### src/rtl/uart_pkg.sv
// Shared definitions for the UART transmit path: frame geometry and the
// feeder state encoding.
package uart_pkg;

    localparam int UART_FRAME_WIDTH  = 32;
    localparam int UART_FRAME_CYCLES = 36;

    typedef enum logic [1:0] {
        IDLE      = 2'b00,
        ISSUE     = 2'b01,
        WAIT_DONE = 2'b10
    } feed_state_e;

endpackage

### src/rtl/uart_sync_fifo.sv
// Synchronous FIFO with a registered read port; the popped word appears on
// rd_data after the popping edge and holds until the next pop.
module uart_sync_fifo
    import uart_pkg::*;
#(
    parameter int WIDTH = UART_FRAME_WIDTH,
    parameter int DEPTH = 8
) (
    input  logic                     clk,
    input  logic                     rst,
    input  logic [WIDTH-1:0]         wr_data,
    input  logic                     push,
    input  logic                     pop,
    output logic [WIDTH-1:0]         rd_data,
    output logic                     full,
    output logic                     empty,
    output logic [$clog2(DEPTH):0]   count
);

    localparam int AW = $clog2(DEPTH);
    localparam logic [AW:0] PTR_INC = {{AW{1'b0}}, 1'b1};

    logic [WIDTH-1:0] mem_q [DEPTH];
    logic [AW:0]      wr_ptr_q;
    logic [AW:0]      rd_ptr_q;
    logic [WIDTH-1:0] rd_data_q;
    logic             do_push_s;
    logic             do_pop_s;

    // Extra pointer MSB distinguishes full from empty when the index bits match.
    assign full      = (wr_ptr_q[AW] != rd_ptr_q[AW]) && (wr_ptr_q[AW-1:0] == rd_ptr_q[AW-1:0]);
    assign empty     = (wr_ptr_q == rd_ptr_q);
    assign count     = wr_ptr_q - rd_ptr_q;
    assign do_push_s = push && !full;
    assign do_pop_s  = pop && !empty;
    assign rd_data   = rd_data_q;

    // Pointer and read-data registers.
    always_ff @(posedge clk or posedge rst) begin
        if (rst) begin
            wr_ptr_q  <= '0;
            rd_ptr_q  <= '0;
            rd_data_q <= '0;
        end else begin
            if (do_push_s) begin
                wr_ptr_q <= wr_ptr_q + PTR_INC;
            end
            if (do_pop_s) begin
                rd_data_q <= mem_q[rd_ptr_q[AW-1:0]];
                rd_ptr_q  <= rd_ptr_q + PTR_INC;
            end
        end
    end

    // Storage array; contents are don't-care once pointers are reset.
    always_ff @(posedge clk) begin
        if (do_push_s) begin
            mem_q[wr_ptr_q[AW-1:0]] <= wr_data;
        end
    end

endmodule

### src/rtl/uart_tx_feeder.sv
// Buffers host words and hands them one at a time to the UART transmitter,
// counting completed frames and flagging stalled frames with a watchdog.
module uart_tx_feeder
    import uart_pkg::*;
#(
    parameter int WIDTH   = UART_FRAME_WIDTH,
    parameter int DEPTH   = 8,
    parameter int TIMEOUT = 256
) (
    input  logic                   CLK_Baudin,
    input  logic                   RstTx,
    input  logic [WIDTH-1:0]       wr_data,
    input  logic                   wr_valid,
    output logic                   wr_ready,
    output logic [WIDTH-1:0]       DataOut,
    output logic                   NewData,
    input  logic                   DoneTx,
    input  logic                   clr_err,
    output logic                   busy,
    output logic [$clog2(DEPTH):0] fifo_count,
    output logic [15:0]            frames_sent,
    output logic                   timeout_err
);

    localparam int WDW = $clog2(TIMEOUT + 1);
    localparam logic [WDW-1:0] WDOG_ONE  = {{(WDW-1){1'b0}}, 1'b1};
    localparam logic [WDW-1:0] WDOG_MAX  = WDW'(TIMEOUT);
    localparam logic [WDW-1:0] WDOG_LAST = WDOG_MAX - WDOG_ONE;

    feed_state_e     state_q, state_d;
    logic            new_data_q, new_data_d;
    logic [WDW-1:0]  wdog_q, wdog_d;
    logic [15:0]     frames_q, frames_d;
    logic            err_q, err_d;
    logic            pop_s;
    logic            fifo_full_s;
    logic            fifo_empty_s;

    uart_sync_fifo #(
        .WIDTH (WIDTH),
        .DEPTH (DEPTH)
    ) u_fifo (
        .clk     (CLK_Baudin),
        .rst     (RstTx),
        .wr_data (wr_data),
        .push    (wr_valid),
        .pop     (pop_s),
        .rd_data (DataOut),
        .full    (fifo_full_s),
        .empty   (fifo_empty_s),
        .count   (fifo_count)
    );

    assign wr_ready    = !fifo_full_s;
    assign NewData     = new_data_q;
    assign busy        = (state_q != IDLE);
    assign frames_sent = frames_q;
    assign timeout_err = err_q;

    // Feeder state, watchdog and counter registers.
    always_ff @(posedge CLK_Baudin or posedge RstTx) begin
        if (RstTx) begin
            state_q    <= IDLE;
            new_data_q <= 1'b0;
            wdog_q     <= '0;
            frames_q   <= 16'h0000;
            err_q      <= 1'b0;
        end else begin
            state_q    <= state_d;
            new_data_q <= new_data_d;
            wdog_q     <= wdog_d;
            frames_q   <= frames_d;
            err_q      <= err_d;
        end
    end

    // Next-state logic; a timeout raised in the same cycle as clr_err wins.
    always_comb begin
        state_d    = state_q;
        new_data_d = 1'b0;
        wdog_d     = wdog_q;
        frames_d   = frames_q;
        err_d      = err_q & ~clr_err;
        pop_s      = 1'b0;
        case (state_q)
            IDLE: begin
                if (!fifo_empty_s) begin
                    pop_s      = 1'b1;
                    new_data_d = 1'b1;
                    state_d    = ISSUE;
                end else begin
                    state_d    = IDLE;
                end
            end
            ISSUE: begin
                wdog_d  = '0;
                state_d = WAIT_DONE;
            end
            WAIT_DONE: begin
                if (wdog_q != WDOG_MAX) begin
                    wdog_d = wdog_q + WDOG_ONE;
                end else begin
                    wdog_d = wdog_q;
                end
                if (DoneTx) begin
                    frames_d = frames_q + 16'h0001;
                    if (!fifo_empty_s) begin
                        pop_s      = 1'b1;
                        new_data_d = 1'b1;
                        state_d    = ISSUE;
                    end else begin
                        state_d    = IDLE;
                    end
                end else if (wdog_q == WDOG_LAST) begin
                    err_d = 1'b1;
                end else begin
                    err_d = err_q & ~clr_err;
                end
            end
            default: begin
                state_d = IDLE;
            end
        endcase
    end

endmodule

### config.mk
export PLATFORM = sky130hd
export DESIGN_NAME = uart_tx_feeder
export DESIGN_NICKNAME = d
export VERILOG_FILES = /design/src/rtl/uart_pkg.sv /design/src/rtl/uart_sync_fifo.sv /design/src/rtl/uart_tx_feeder.sv
export SDC_FILE = /design/constraint.sdc
export NUM_CORES = 1
export LEC_CHECK = 0
export BUFFER_PORTS_ARGS = -buffer_cell sky130_fd_sc_hd__buf_2
export CAP_MARGIN = 25
export CORE_MARGIN = 10
export CORE_UTILIZATION = 43
export DETAILED_ROUTE_END_ITERATION = 10
export PLACE_DENSITY = 0.56
export SYNTH_ARGS = -nofsm -noshare
export SYNTH_HDL_FRONTEND = slang
export SYNTH_SLANG_ARGS = --single-unit
### constraint.sdc
create_clock -name CLK_Baudin -period 7.9 [get_ports CLK_Baudin]
set_input_delay 0.79 -clock CLK_Baudin [delete_from_list [all_inputs] [get_ports CLK_Baudin]]
set_output_delay 0.79 -clock CLK_Baudin [all_outputs]
set_load 0.01 [all_outputs]
# After elaboration in Yosys (flattened, before gate mapping)
# Memories as Yosys holds them, arrays and structs flattened. A register that Yosys moved wholly into a read port is not among the register bits.
# Index checks and enable logic that the tools add are counted.
[word_totals]
ram_bits = 256
word_cells = 47
input_bits = 37
mem_count = 1
register_bits = 37
output_inout_bits = 56
[op_classes]
eq_ne = 9
mux = 13
n_bitwise = 2
n_addsub = 5
reduce_logical = 10
[memory_table]
columns = ["memory", "words", "word_bits", "read_ports", "rd_clocked_by_memory_dff", "write_ports", "line", "source"]
rows = [
  ["u_fifo.mem_q", 8, 32, 1, 1, 1, "uart_sync_fifo.sv:23", "logic [WIDTH-1:0] mem_q [DEPTH];"],
]
[op_table]
columns = ["op", "count"]
rows = [
  ["9-bit case mux with 2 select lines", 1],
  ["16-bit by 1-bit adder with 16-bit output (second input constant)", 1],
  ["9-bit by 1-bit adder with 9-bit output (second input constant)", 1],
  ["9-bit by 8-bit == test with 1-bit output (second input constant)", 1],
  ["9-bit two-way mux", 1],
  ["9-bit != test (second input constant)", 1],
  ["4-bit by 1-bit adder with 4-bit output (second input constant)", 2],
  ["1-bit two-way mux", 8],
  ["2-bit case mux with 3 select lines", 1],
  ["4-bit == test", 1],
  ["2-bit != test (second input constant)", 2],
  ["2-bit AND reduction", 2],
  ["2-bit nonzero test", 2],
  ["4-bit subtractor", 1],
  ["3-bit == test", 1],
  ["1-bit logical AND", 3],
  ["2-bit by 1-bit == test with 1-bit output (second input constant)", 1],
  ["2-bit == test (second input constant)", 1],
  ["1-bit logical NOT", 2],
  ["2-bit logical NOT", 1],
  ["2-bit two-way mux", 1],
  ["1-bit case mux with 2 select lines", 1],
  ["1-bit AND", 1],
  ["1-bit != test", 1],
  ["1-bit inverter", 1],
]

# Logic depth before layout (Yosys ltp)
# Gate-level depths: netlist of run 1.
[logic_depth]
word_depth = 6
ltp_mapped = 9

# Modules after synthesis
# A second synthesis of run 1 with hierarchy kept.
[unflattened]
cells_unflattened = 748
hier_area_um2 = 12872.3
[by_module_without_submodules]
columns = ["module", "cells_each", "seq_area_each_um2", "n_inst", "area_per_inst_um2"]
rows = [
  ["uart_sync_fifo", 609, 8688.3, 1, 11365.9],
  ["uart_tx_feeder", 139, 725.7, 1, 1506.4],
]

# Worst setup path after synthesis of run 1
# No wires, ideal clock.
[synth_path]
path_kind = "register to register"
startpoint = "register u_fifo.rd_ptr_q[1]"
endpoint = "memory u_fifo.mem_q[0][0] (netlist name) (enable)"
slack_ps = 3114
n_path_buf = 2
stages_incl_launch_ff = 9
arrival_ps = 4325
path_cell_list = "dfrtp_1 buf_2 buf_1 inv_1 ha_1 and3_1 a21boi_1 nand2_1 nor3_1"
[synth_between]
elab_chain_cells = 6
[synth_lines]
columns = ["element", "line", "source"]
rows = [
  ["start: declaration", "uart_sync_fifo.sv:25", "logic [AW:0] rd_ptr_q;"],
  ["start signal: assignment", "uart_sync_fifo.sv:50", "rd_ptr_q <= rd_ptr_q + PTR_INC;"],
  ["3-bit == test", "uart_sync_fifo.sv:31", "assign full = (wr_ptr_q[AW] != rd_ptr_q[AW]) && (wr_ptr_q[AW-1:0] == rd_ptr_q[AW-1:0]);"],
  ["1-bit logical AND", "uart_sync_fifo.sv:31", ""],
  ["1-bit logical NOT", "uart_sync_fifo.sv:34", "assign do_push_s = push && !full;"],
  ["1-bit logical AND", "uart_sync_fifo.sv:34", ""],
  ["1-bit two-way mux", "uart_sync_fifo.sv:57", "if (do_push_s) begin"],
  ["1-bit two-way mux (not written as such)", "uart_sync_fifo.sv:58", "mem_q[wr_ptr_q[AW-1:0]] <= wr_data;"],
  ["end: declaration", "uart_sync_fifo.sv:23", ""],
]
# No other way between the ends.

# Worst setup path after layout of run 1
[layout_path]
startpoint = "register u_fifo.rd_ptr_q[2]"
endpoint = "memory u_fifo.mem_q[6][4] (netlist name) (enable)"
# Same word-level chain as after synthesis.

==> results.toml, run 1 <==
[floorplan]
start_util_pct = 43.7
die_h_um = 191
coreArea_um2 = 28800
ios = 93
die_w_um = 191
rows = 62
fp.dieArea_um2 = 36500

[setup_path]
endpoint_kind = "flip-flop"
cp_max_fo = 35
crit_type = "flip-flop to flip-flop"
cp.required_ns = 8.12
arrival_ns = 4.35
cp-start-kind = "flip-flop"

[synth]
synth.most_common_cell = "edfxtp_1"
synth-seq-area-share_pct = 74.9
synth_edf_count = 256
async_flop_share_pct = 21.2
synthTopCellsByArea = "edfxtp_1, dfrtp_1, mux4_2, nand2_1, a31oi_1"
yosysUniqueCellTypes = 36
syn_area_per_cell_um2 = 17.9
synth_top_area_share_pct = 61.2
synth_top_cell_by_area = "edfxtp_1"
synthesis.area_um2 = 12600
synth_common_cells = "edfxtp_1, nand2_1, dfrtp_1"
ys_warn_count = 0
ys_seq_elements = 325
syn-num-nets = 748
syn_inst = 701
ys.flop_type = "edfxtp_1"

[layout]
seqCellArea_um2 = 9420
area_growth_pct = 16.9
multi_input_area_um2 = 2990
fill_cells = 2378
drive_gt1_share_pct = 27.7
final_cell_area_um2 = 14700
final_nets = 856
utilization_pct = 51.1
diodes = 0

[power_and_ir_drop]
vdd_drop_max_v = 0.000222
leakage_nw = 5.24
powerDensity_nw_per_um2 = 381

[timing]
setup_viol = 0
fin_crit_sh_pct = 52.3
skew_ns = 0.0162
rsz0062_at_grt = "no"
fin_crit_ns = 4.13
slew-limit-headroom_pct = 29.8
fin_tns_setup_ns = 0
max_clock_freq_mhz = 242
worst_pin_slew_ns = 1.05
hold_violations = 0
drv_slew = 0

[cts]
cts_hold_buf = 0
h-tree-depth = 2
ctsResizeCount = 0
cts_root_buf = "clkbuf_16"
post_cts_buffers = 0
cts_sinks = 325
clockBufferDepth = 3
cts_buffers = 37
insertion_delay_ns = 0.53
cts_tree = "done"
clk_pin_slew_ns = 0.06

[global_routing]
track_usage_pct = 14.5
grt-ovfl-total = 0
grt_first_pass_wirelength_mm = 40.8
antenna_found_initial = 0
grt_max_degree = 71
grt_pass1_vias = 7114

[place]
dpl_cell_area_um2 = 13600
dp_hpwl_mm = 15.6
io_buffer_count = 92
gp_congestion = 0.786

[worst_hold_path]
hp-class = "input pin to async pin"

[route]
wl_per_cell_um = 21.3
drtIter0Drc = 369
ant_nets = 0
vias = 6532
routed_via_density = 5.35
dr.pass1.iters = 4
route.detailed.drc = 0
wl_mm = 26.0

[run]
drv_cap = 0

[status]
outcome = "completed"
==> power by group <==
group | internal [W] | switching, W
registers | 0.00221 | 0.000320
clock network | 0.000908 | 0.000660
logic | 0.000691 | 0.000816
total | 0.00381 | 0.00180
==> state kept, by name (all words and copies together), names as in the netlist <==
signal	count
u_fifo.mem_q	256
u_fifo.rd_data	32
wdog_q	9
NewData	1
state_q	2
frames_sent	16
timeout_err	1
u_fifo.rd_ptr_q	4
u_fifo.wr_ptr_q	4
==> cells by family (layout without fill, tap and decap cells) <==
family          count (synthesis)  after routing  share of synthesized area [%]
mux                            68             68                           11.8
compound gates                 55             55                           2.97
fa+ha+maj                      10             10                           1.06
flops                         325            325                           74.9
xor+xnor                       26             26                           1.81
buf+inv                        48            184                           1.66
simple gates                  169            169                           5.79
==> worst max-delay path: stages (launching register included) <==
cell and delay (ns):
dfrtp_2 0.91, inv_2 0.55, ha_1 0.48, and3_1 0.23, a21boi_1 0.45, nand2_1 0.33
nor2_4 0.61, buf_16 0.24
==> path summary, 6_finish.rpt <==
kind                               startpoint                  to  slack [ns]  cells after the start
max                        u_fifo.rd_ptr_q[2]  u_fifo.mem_q[6][4]        3.77                      7
min                                     RstTx             NewData        0.28                      2
max reg2reg                u_fifo.rd_ptr_q[2]  u_fifo.mem_q[6][4]        3.77                      7
min reg2reg                   frames_sent[15]     frames_sent[15]        0.46                      1
max in group asynchronous               RstTx  u_fifo.rd_ptr_q[1]        6.50                      3
min in group CLK_Baudin       frames_sent[15]     frames_sent[15]        0.46                      1
==> layout by cell type (no fill, tap or decap), types with 3 or more instances in the layout <==
cell	synthesis	routed
a21oi_1	4	4
a31oi_1	35	35
and2_1	3	3
and3_1	10	10
buf_16	0	3
buf_2	8	92
buf_4	5	6
clkbuf_1	17	17
clkbuf_16	0	38
clkinv_2	0	5
dfrtp_1	69	66
edfxtp_1	256	256
ha_1	9	9
inv_1	14	11
mux2_2	3	3
mux4_2	64	64
nand2_1	85	85
nand2b_1	4	4
nand3_1	13	13
nand4_1	7	7
nor2_1	41	36
nor2_4	0	5
o21ai_0	6	6
xnor2_1	20	20
xor2_1	6	6
==> area by class of cell <==
type	instances	area share, %
Clock inverter	11	0.596
Inverter	14	0.366
Timing Repair Buffer	103	4.27
Clock buffer	56	7.00
Multi-Input combinational cell	328	20.4
Tap cell	384	3.27
Sequential cell	325	64.1
==> metrics by stage <==
step / worst slack, ns / cells / total power, W / hold WS, ns
final: 3.77 / 1221 / 0.00561 / 0.278
after global routing: 3.46 / 1221 / 0.00595 / 0.303
after CTS: 3.65 / 1221 / 0.00570 / 0.294
after detailed placement: 3.70 / 1154 / 0.00412 / 0.463
after global placement: 3.59 / 1149 / 0.00404 / 0.458
after floorplan: 3.11 / 701 / 0.00354 / 0.499
==> metal layers <==
metal	vias up	part of all wire [%]	track usage (%)
li1	2937	-	-
met1	3407	44	19.0
met2	153	49	23.8
met5	-	0	0
met3	35	5.2	3.19
met4	0	1.7	4.18
(Power assumes the default switching activity.)
==> inputs of run 2 (changes only) <==
==> constraint.sdc (replaced) <==
create_clock -name CLK_Baudin -period 4 [get_ports CLK_Baudin]
set_input_delay 0.4 -clock CLK_Baudin [delete_from_list [all_inputs] [get_ports CLK_Baudin]]
set_output_delay 0.4 -clock CLK_Baudin [all_outputs]
set_load 0.01 [all_outputs]
==> run 2 against run 1 <==
  * Sequential power is 88% higher
  * Critical endpoint is now u_fifo.mem_q[6][30]
  * Clock skew fell by 0.0023 ns
  * Utilization up 0.25 points
  * Highest routed layer unchanged
  * Maximum frequency rose by 25%
  * Die area stayed put
  * Hold slack worse by 0.22 ns
  * Final cell count about the same
  * Register-to-register slack worse by 3.1 ns
  * Count of clock-buffer cells in the layout shrank 12
==> results.toml, run 2 (synthesis results as in run 1) <==
[status]
outcome = "completed"

[timing]
drv_slew = 0
fin_tns_setup_ns = 0
worst_pin_slew_ns = 1.02
hold_violations = 0
max_clock_freq_mhz = 303
rsz0062_at_grt = "no"
skew_ns = 0.0138
fin_crit_ns = 3.30
setup_viol = 0
fin_crit_sh_pct = 82.4
worst_slack_ns = 0.704
slew-limit-headroom_pct = 31.8

[route]
routed_via_density = 5.34
vias = 6527
wl_per_cell_um = 21.7
drtIter0Drc = 327
dr.pass1.iters = 4
wl_mm = 26.5
ant_nets = 0
route.detailed.drc = 0

[global_routing]
track_usage_pct = 14.7
grt_pass1_vias = 7005
grt_first_pass_wirelength_mm = 41.1
grt-ovfl-total = 0
grt_max_degree = 67
antenna_found_initial = 0

[layout]
largest_reg_flops = 256
drive_gt1_share_pct = 28.6
mostFrequentLayoutCell = "edfxtp_1"
final_nets = 860
mostFrequentLayoutCells = "edfxtp_1, buf_2, nand2_1"
area_growth_pct = 17.5
diodes = 0

[place]
pre_cts_slack_ns = 0.642
gp_congestion = 0.782
dp_hpwl_mm = 16.0
io_buffer_count = 92

[cts]
h-tree-depth = 2
post_cts_buffers = 0
cts_buffers = 34
cts_tree = "done"
clockBufferDepth = 3
cts_root_buf = "clkbuf_16"
cts_hold_buf = 0
cts_sinks = 325
ctsResizeCount = 0
clk_pin_slew_ns = 0.06
insertion_delay_ns = 0.51

[setup_path]
cp_max_fo = 20
crit_path_top_delay_cell = "nor2_4"
cp.depth = 6
cp-start-kind = "flip-flop"
crit_chain = "ha_1, and3_1, a21boi_1, nand2_1, nor2_4, buf_4"
crit_end = "u_fifo.mem_q[6][30]"
cp_top_family = "simple AND/OR/NAND/NOR gates"
cp_num_buf_inv = 1
r2r_cells = 6
cp_slowest_stage_delay_ns = 0.64
endpoint_kind = "flip-flop"
r2r_start = "u_fifo.rd_ptr_q[0]"
rr_endpoint = "u_fifo.mem_q[6][30]"
crit_type = "flip-flop to flip-flop"
arrival_ns = 3.51
r2r_slack_ns = 0.70
cp.required_ns = 4.21
crit_start = "u_fifo.rd_ptr_q[0]"

[floorplan]
coreArea_um2 = 28800
start_util_pct = 43.7
die_h_um = 191
fp.dieArea_um2 = 36500
die_w_um = 191
rows = 62
ios = 93

[power_and_ir_drop]
vdd_drop_max_v = 0.000426
leakage_nw = 5.30
powerDensity_nw_per_um2 = 762

[worst_hold_path]
hp-class = "input pin to async pin"

[run]
drv_cap = 0
run 2: stage by stage:
stage          util [%]  power [W]  std cells  hold WS [ns]  instance area [µm²]
5_1_grt            51.3     0.0119       1222         0.115                14800
3_3_place_gp       47.3    0.00807       1160         0.458                13600
4_1_cts            51.3     0.0114       1222        0.0695                14800
6_report           51.3     0.0112       1222        0.0546                14800
3_5_place_dp       47.4    0.00820       1161         0.477                13600
2_1_floorplan         -    0.00700        701         0.499                12600
run 2: layout make-up:
| type | instances | area (µm²) |
|---|---|---|
| clock buffer | 44 | 920 |
| clock inverter | 17 | 218 |
| fill | 2345 | 14000 |
| inverter | 14 | 53.8 |
| multi-input combinational | 328 | 3010 |
| sequential | 325 | 9420 |
| tap | 384 | 480 |
| timing repair buffer | 110 | 666 |
run 2: report_power, final:
part | switching [W] | leakage [nW] | internal (W) | total (W)
combinational | 0.00189 | 1.57 | 0.00141 | 0.00330
clock | 0.00124 | 0.560 | 0.00195 | 0.00320
sequential | 0.000378 | 3.17 | 0.00437 | 0.00475
run 2: how the worst min path moves through the flow:
stage                         start                  to  cells past startpoint
floorplan                 wdog_q[2]           wdog_q[2]                      1
global placement    frames_sent[15]     frames_sent[15]                      1
detailed placement  frames_sent[15]     frames_sent[15]                      1
CTS                           RstTx   u_fifo.rd_data[2]                      2
global route                  RstTx  u_fifo.rd_data[30]                      2
finish                        RstTx      frames_sent[5]                      2
run 2: routing by layer:
| layer | up-vias | part of all wire [%] | track usage (%) |
|---|---|---|---|
| li1 | 2942 | - | - |
| met1 | 3390 | 44 | 19.6 |
| met2 | 155 | 49 | 23.8 |
| met3 | 40 | 5.6 | 2.97 |
| met4 | 0 | 1.9 | 4.51 |
| met5 | - | 0 | 0 |
==> inputs of run 3 (changes only) <==
--- a/config.mk
+++ b/config.mk
@@ -5,6 +5,7 @@
 export SDC_FILE = /design/constraint.sdc
 export NUM_CORES = 1
 export LEC_CHECK = 0
+export ABC_AREA = 1
 export BUFFER_PORTS_ARGS = -buffer_cell sky130_fd_sc_hd__buf_2
 export CAP_MARGIN = 25
 export CORE_MARGIN = 10
==> constraint.sdc (replaced) <==
create_clock -name CLK_Baudin -period 3.25 [get_ports CLK_Baudin]
set_input_delay 0.325 -clock CLK_Baudin [delete_from_list [all_inputs] [get_ports CLK_Baudin]]
set_output_delay 0.325 -clock CLK_Baudin [all_outputs]
set_load 0.01 [all_outputs]
==> run 3 against run 2 <==
  * Final cell count increased by 38%
  * Non-clock buffer count grew 2
  * Hold slack gained 0.0091 ns
  * Power increased by 27%
  * Worst setup slack gained 0.075 ns
  * Sequential power is 19% higher
  * Utilization fell by 0.71 points
  * Highest routed layer is now met5
==> results.toml, run 3 <==
[cts]
cts_hold_buf = 2
cts_sinks = 325
ctsResizeCount = 0
clockBufferDepth = 3
cts_tree = "done"
clk_pin_slew_ns = 0.06
post_cts_buffers = 0
cts_root_buf = "clkbuf_16"
insertion_delay_ns = 0.50
cts_buffers = 35
h-tree-depth = 2

[setup_path]
r2r_start = "u_fifo.wr_ptr_q[2]"
crit_type = "flip-flop to flip-flop"
cp-start-kind = "flip-flop"
crit_path_top_delay_cell = "dfrtp_1"
crit_path_frequent_cell = "nand2_1"
endpoint_kind = "flip-flop"
cp_num_buf_inv = 2
cp_top_family = "simple AND/OR/NAND/NOR gates"
cp_max_fo = 32
cp.required_ns = 3.38
crit_chain = "ha_1, nand2_1, nor2_1, nand2_1, nand2_1, inv_1, nand2_1, nor2_4, buf_4"
cp_slowest_stage_delay_ns = 0.44
arrival_ns = 2.60
crit_start = "u_fifo.wr_ptr_q[2]"

[layout]
mostFrequentLayoutCell = "nand2_1"
utilization_pct = 50.6
largest_reg_flops = 256
diodes = 0
drive_gt1_share_pct = 14.5
area_growth_pct = 16.5
final_nets = 1306
mostFrequentLayoutCells = "nand2_1, edfxtp_1, buf_2"
fin_cells = 1681
final_cell_area_um2 = 15400

[place]
dp.cells = 1616
io_buffer_count = 92
gp_congestion = 0.764
dpl_cell_area_um2 = 14300
dp_hpwl_mm = 16.3

[route]
wl_per_cell_um = 17.5
top_layer = "met5"
vias = 8412
dr.pass1.iters = 5
dr_wl_met2_mm = 14.1
wl_met3_mm = 1.35
wl_mm = 29.4
met1_length_mm = 13.4
drtIter0Drc = 475
route.detailed.drc = 0
ant_nets = 0
routed_via_density = 5.00

[timing]
worst_pin_slew_ns = 0.791
drv_slew = 0
slew-limit-headroom_pct = 47.3
setup_viol = 0
rsz0062_at_grt = "no"
timing.hold.ws_ns = 0.0637
hold_violations = 0
max_clock_freq_mhz = 405
fin_crit_ns = 2.47
fin_crit_sh_pct = 76.0
skew_ns = 0.0153

[synth]
synth_common_cells = "nand2_1, edfxtp_1, nor2_1"
synth.most_common_cell = "nand2_1"
synthesis.area_um2 = 13200
syn_area_per_cell_um2 = 11.4
synth_top_cell_by_area = "edfxtp_1"
syn-num-nets = 1209
synth_edf_count = 256
ys_warn_count = 0
ys_seq_elements = 325
synth_top_area_share_pct = 58.0
synth-seq-area-share_pct = 71.1
yosysUniqueCellTypes = 30
synthTopCellsByArea = "edfxtp_1, dfrtp_1, nand2_1, nand3_1, nor2_1"
ys.flop_type = "edfxtp_1"
syn_inst = 1162
async_flop_share_pct = 21.2

[global_routing]
grt_max_degree = 163
grt_first_pass_wirelength_mm = 46.8
antenna_found_initial = 1
grt-ovfl-total = 0
track_usage_pct = 15.2
grt_pass1_vias = 8339

[worst_hold_path]
hp-start = "DoneTx"
hp-class = "input pin to flip-flop"

[floorplan]
coreArea_um2 = 30500
die_w_um = 196
rows = 64
fp.dieArea_um2 = 38200
start_util_pct = 43.4
die_h_um = 196
ios = 93

[power_and_ir_drop]
internal_power_w = 0.00923
combPwrFrac_pct = 32.6
clock_power_share_pct = 27.8
power_frac_seq_pct = 39.6
leakage_nw = 6.18
swShare_pct = 35.5
vdd_drop_max_v = 0.000718
powerDensity_nw_per_um2 = 928
power_switching_w = 0.00509

[run]
drv_cap = 0

[status]
outcome = "completed"
## run 3: changes by cell type after synthesis, moves of 10 or more
cell and change:
a21oi_1 +32, a31oi_1 -35, and3_1 -10, buf_2 +25, inv_1 +54, mux4_2 -64, nand2_1 +262, nand3_1 +72
nor2_1 +53, o211ai_1 +31, o21ai_0 +47, o21ai_1 +20, xnor2_1 -15
## run 3: cell type report
| class | instances | area [µm²] |
|---|---|---|
| sequential | 325 | 9420 |
| clock inverter | 20 | 194 |
| fill | 2691 | 15100 |
| clock buffer | 43 | 968 |
| multi-input combinational | 714 | 3340 |
| inverter | 71 | 270 |
| timing repair buffer | 112 | 753 |
| tap | 396 | 495 |
## run 3: routing by layer
layer	vias up	global-route usage, %
li1	4152	-
met1	4066	20.2
met2	151	25.0
met3	41	2.91
met4	2	3.62
met5	-	0
## run 3: cells by family (layout without fill, tap and decap cells)
logic type / Yosys count / in the layout / share of synthesized area, %
simple gates: 546 / 546 / 16.7
xor+xnor: 16 / 16 / 1.06
compound gates: 142 / 142 / 5.99
flops: 325 / 325 / 71.1
buf+inv: 123 / 246 / 4.18
fa+ha+maj: 10 / 10 / 1.00
## run 3: power by group through the flow
stage	Clock (W)	Combinational, W	Sequential (W)
3_5_place_dp	0	0.00477	0.00575
5_1_grt	0.00424	0.00532	0.00575
3_3_place_gp	0	0.00470	0.00574
2_1_floorplan	0	0.00307	0.00582
4_1_cts	0.00407	0.00479	0.00568
6_report	0.00398	0.00467	0.00567
## run 3: metrics by stage
stage,power (W),setup TNS [ns],setup WS (ns)
floorplan,0.00889,-26.54,-0.207
global placement,0.0104,0,0.849
detailed placement,0.0105,0,0.788
CTS,0.0145,0,0.766
global route,0.0153,0,0.564
finish,0.0143,0,0.779
## run 3: path summary, 6_finish.rpt
kind / slack [ns] / endpoint / depth (start not counted)
worst max-delay path: 0.78 / u_fifo.mem_q[1][0] / 9
worst min-delay path: 0.06 / state_q[1] / 2
worst max register to register: 0.78 / u_fifo.mem_q[1][0] / 9
worst min register to register: 0.47 / u_fifo.rd_data[29] / 2
max in group asynchronous: 1.99 / u_fifo.rd_data[1] / 4
min in group asynchronous: 0.47 / frames_sent[3] / 3
